--- config.mk ---
export PLATFORM = sky130hd
export DESIGN_NAME = wb_regfile
export DESIGN_NICKNAME = d
export VERILOG_FILES = /design/src/rtl/wb_regfile.sv
export SDC_FILE = /design/constraint.sdc
export NUM_CORES = 2
export LEC_CHECK = 0
export BUFFER_PORTS_ARGS = -buffer_cell sky130_fd_sc_hd__buf_4
export CAP_MARGIN = 0
export CORE_UTILIZATION = 56
export CTS_CLUSTER_SIZE = 40
export DETAILED_ROUTE_END_ITERATION = 8
export HOLD_SLACK_MARGIN = 0.06
export PLACE_DENSITY = 0.87
export SYNTH_ARGS = -nofsm -noshare
export SYNTH_HDL_FRONTEND = slang
export SYNTH_SLANG_ARGS = --single-unit
--- constraint.sdc ---
create_clock -name clk -period 29.7 [get_ports clk]
set_input_delay 0 -clock clk [delete_from_list [all_inputs] [get_ports clk]]
set_output_delay 0 -clock clk [all_outputs]
set_load 0.01 [all_outputs]
--- src/rtl/wb_regfile.sv ---
// Writeback register file: 15x64 regs, two write ports, two read ports.
// Tracks program status, a sticky halt flag, and retire/cycle counters.
module wb_regfile (
  input  logic               clk,
  input  logic               rst,
  input  logic        [1:0]  W_stat,
  input  logic        [3:0]  W_icode,
  input  logic        [3:0]  W_dstE,
  input  logic        [3:0]  W_dstM,
  input  logic signed [63:0] W_valE,
  input  logic signed [63:0] W_valM,
  input  logic               W_stall,
  input  logic        [3:0]  d_srcA,
  input  logic        [3:0]  d_srcB,
  output logic        [63:0] d_rvalA,
  output logic        [63:0] d_rvalB,
  output logic        [1:0]  prog_stat,
  output logic               halted,
  output logic        [31:0] retired_cnt,
  output logic        [31:0] cycle_cnt
);

  localparam logic [3:0] RNONE  = 4'hF;
  localparam logic [1:0] S_AOK  = 2'd0;
  localparam logic [3:0] I_NOP  = 4'd1;

  logic [63:0] regs [15];

  logic live;
  logic commit;
  logic halt_now;
  logic we_e;
  logic we_m;
  logic retire;

  assign live     = !W_stall && !halted;
  assign commit   = live && (W_stat == S_AOK);
  assign halt_now = live && (W_stat != S_AOK);
  assign we_e     = commit && (W_dstE != RNONE);
  assign we_m     = commit && (W_dstM != RNONE);
  assign retire   = commit && (W_icode != I_NOP);

  // M port wins a same-register collision (popq %rsp).
  always_ff @(posedge clk or posedge rst) begin
    if (rst) begin
      for (int i = 0; i < 15; i++)
        regs[i] <= '0;
    end else begin
      for (int i = 0; i < 15; i++) begin
        if (we_m && (W_dstM == 4'(i)))
          regs[i] <= W_valM;
        else if (we_e && (W_dstE == 4'(i)))
          regs[i] <= W_valE;
      end
    end
  end

  always_ff @(posedge clk or posedge rst) begin
    if (rst) begin
      prog_stat <= S_AOK;
      halted    <= 1'b0;
    end else if (halt_now) begin
      prog_stat <= W_stat;
      halted    <= 1'b1;
    end
  end

  always_ff @(posedge clk or posedge rst) begin
    if (rst) begin
      retired_cnt <= '0;
      cycle_cnt   <= '0;
    end else begin
      if (retire)
        retired_cnt <= retired_cnt + 32'd1;
      if (!halted)
        cycle_cnt <= cycle_cnt + 32'd1;
    end
  end

  always_comb begin
    d_rvalA = '0;
    d_rvalB = '0;
    if (d_srcA != RNONE)
      d_rvalA = regs[d_srcA];
    if (d_srcB != RNONE)
      d_rvalB = regs[d_srcB];
  end

endmodule
==> impl_results.md <==
- Status: finished with violations
- Violated checks: DRC
- PnR worst setup slack: 24.63 ns
- Flops & latches, synth: 1027
- Slew @ Worst Pin: 1.28 ns
- Fin. Hold Viols: 0
- Placed Cells: 7413
- ANT nets after route: 0
- Reg-to-Reg End: regs[598]$_DFFE_PP0P_
- Slew HR: 0.145
- CTS tree: yes
- Num ports: 348
- WP depth: 7
- Starting Density: 0.566
- Skew final: 0.0265 ns
- DR iter-0 viols: 9696
- Leakage power: 34.3 nW
- Worst setup path start: halted$_DFFE_PP0P_
- Resized cells post-CTS: 0
- Share of the synthesized area in the top cell type: 0.416
- Power per Cell Area: 47.1 nW/um2
- Startpoint types: flip-flop
- Yosys top cell by area: dfrtp_1
- Layout cells sized above 1: 0.165
- Drt drc: 9
- Die ar.: 112000 um2
- Switching Power: 0.000889 W
- Worst-skew pair later-pin latency: 0.72 ns
- Final wirelength: 227 mm
- Gp weighted congestion: 0.900
- # fillers: 7669
- Clock share of power: 0.442
- Sequential power share: 0.441
- Yosys cell types: 50
- Vias in the first global route: 56800
- CTS Buffer Depth: 3
- Initial antenna violation count: 24
- CP Class: reg -> reg
- Post-synth EDFFs: 0
- WHS: 0.125 ns
- TritonRoute pass-1 iters: 9
- Synthesized Nets: 6322
- Core area: 109000 um2
- Worst path slowest cell: and3_4
- Setup TNS: 0 ns
- Synthesized area: 61800 um2
- Post-synth top flop: dfrtp_1
- Crit Path Max Fanout: 40
- Fin. max-slew vios: 0
- Sw Ratio: 0.268
- Total number of vias: 56700
- PortBufs: 347
- Largest net degree at the start of global routing: 95
- Register area share after synthesis: 0.416
- Post-Synthesis Cells: 6167
- Pre-CTS setup slack: 25.46 ns
- Crit path to: regs[598]$_DFFE_PP0P_
- Reg-to-reg startpoint: halted$_DFFE_PP0P_
- Crit-path leading delay family: simple AND/OR/NAND/NOR gates
- DIE HEIGHT: 334 um
- Dominant cells by area after synthesis: dfrtp_1 42%, mux2i_1 16%, mux4_2 9.4%
- Layout Cells excl Fill: 7839
- Post-layout minimum cycle time: 5.07 ns
- CP Capture Type: flip-flop
- CTS buffer count: 109
- Fin crit share: 0.171
- Rows: 121
- Worst min path class: in -> reg
- H-tree levels: 3
- Die width: 334 um
- Reg clk slew, reported paths: 0.06 ns
- Critical-path cell list: or4_1 > nor3_2 > and3_4 > buf_4 > mux2i_1 > o21ai_1 > dlygate4sd3_1
- Buf/Inv on CP: 2
- Ys async rst share: 1.00
- # setup viols final: 0
- CTS sink cnt: 1027
- R2r setup slk: 24.63 ns
- Worst EP arrival: 5.65 ns
- Root buffer cell: clkbuf_16
- Layout Nets: 6409
- Pint: 0.00243 W
- Logic gate share of total power: 0.117
- GRT Residual Overflow: 0
- First-pass GRT wire length: 340 mm
- Unrepaired setup endpoints after global routing: false
- Worst R2R Path Depth: 7
- DP Wirelength: 121 mm
- Area growth syn-to-layout: 14.0%
- WP data required: 30.27 ns
- WL/cell: 28.9 um
- Global Route Usage Sum: 0.398
- Maxcap violations: 0
- Vias per cell: 7.24
- Maximum VDD drop: 0.0565 mV
- Synth warn: 0
- Max stage delay on crit path: 1.00 ns
- Fmax: 0.197 GHz
- Syn Area/Cell: 10.0 um2
## per-stage QoR
stage	total power, W	util	area, um2
finish	0.00332	0.645	70400
floorplan	0.00170	-	61800
global placement	0.00182	0.591	64500
global route	0.00338	0.645	70400
CTS	0.00329	0.645	70400
detailed placement	0.00184	0.591	64500
## power groups by stage
stage / Sequential (W) / Combinational, W / Clock [W]
2_1_floorplan: 0.00148 / 0.000220 / 0
3_3_place_gp: 0.00148 / 0.000342 / 0
3_5_place_dp: 0.00149 / 0.000351 / 0
4_1_cts: 0.00146 / 0.000374 / 0.00146
5_1_grt: 0.00146 / 0.000406 / 0.00151
6_report: 0.00146 / 0.000389 / 0.00146
## area by class of cell
class | instances | area (um2) | share of cell area
diodes | 19 | 47.5 | 0.000675
well taps | 1476 | 1850 | 0.0262
clock buffers | 162 | 3270 | 0.0464
flip-flops and latches | 1027 | 25700 | 0.365
multi-input cells | 4462 | 33600 | 0.477
clock inverters | 39 | 538 | 0.00764
repair buffers | 646 | 5400 | 0.0767
inverters | 8 | 37.5 | 0.000533
## flip-flops by register name, summed over array words and instances (netlist names)
| name | flops |
|---|---|
| retired_cnt | 32 |
| prog_stat | 2 |
| cycle_cnt | 32 |
| regs | 960 |
| halted | 1 |
## cells in the mapped netlist (all sizes together) (3+ instances only)
master,count
dfrtp,1027
mux2i,1010
nand2,725
o21ai,552
clkbuf,531
nor2,477
a21oi,338
mux4,258
nor2b,199
o22ai,191
buf,139
a22oi,134
a211oi,128
mux2,128
a221oi,63
o221ai,63
xnor2,47
nand3,29
nand4,19
and3,16
xor2,15
and2,9
and4,9
nor3,9
inv,8
a222oi,7
nand4b,6
nor4,6
nand2b,5
and3b,3
and4b,3
## layer usage
layer / routed length (um) / global-route usage / vias up
li1: - / - / 22600
met1: 74900 / 0.489 / 27000
met2: 97800 / 0.583 / 5418
met3: 34100 / 0.130 / 1654
met4: 20000 / 0.301 / 20
met5: 159 / 0 / -
## worst register-to-register path, cell delays in order (launching register included)
cell           delay [ns]
dfrtp_1              0.51
or4_1                0.98
nor3_2               0.52
and3_4               1.00
buf_4                0.83
mux2i_1              0.39
o21ai_1              0.11
dlygate4sd3_1        0.60
## worst min path at each step
stage / startpoint / end / slack [ns] / depth (start not counted)
after CTS: W_dstM[1] / regs[849]$_DFFE_PP0P_ / 0.06 / 5
after global placement: rst / regs[312]$_DFFE_PP0P_ / 0.16 / 2
after global routing: W_dstM[1] / regs[249]$_DFFE_PP0P_ / 0.13 / 4
after floorplan: W_stall / halted$_DFFE_PP0P_ / 0.1 / 1
after detailed placement: rst / regs[312]$_DFFE_PP0P_ / 0.16 / 2
final: W_dstM[1] / regs[254]$_DFFE_PP0P_ / 0.12 / 4
## cell usage in the layout, fill, tap and decap left out, types with 206 or more instances in the layout
| master | n |
|---|---|
| dfrtp_1 | 1027 |
| mux2i_1 | 1010 |
| nand2_1 | 719 |
| nor2_1 | 476 |
| buf_4 | 434 |
| a21oi_1 | 334 |
| o21ai_1 | 291 |
| o21ai_0 | 259 |
| mux4_2 | 258 |
| dlygate4sd3_1 | 206 |
## timing repair
action                                  CTS  global route
setup buffers                             0             0
hold buffers                            206             0
endpoints found under the hold margin  1055             0
## kinds of logic (layout without fill, tap and decap cells)
family / after synthesis / in the layout / synth area share
AOI/OAI and AO/OA: 1480 / 1480 / 0.143
xor gates and xnor gates: 62 / 62 / 0.00879
adders and majority gates: 2 / 2 / 0.000405
buffers and inverters: 678 / 855 / 0.0438
DFF: 1027 / 1027 / 0.416
muxes: 1396 / 1396 / 0.281
other: 0 / 19 / 0
and+or+nand+nor: 1522 / 1522 / 0.107
Note: power is estimated with default switching activity, not from simulation.
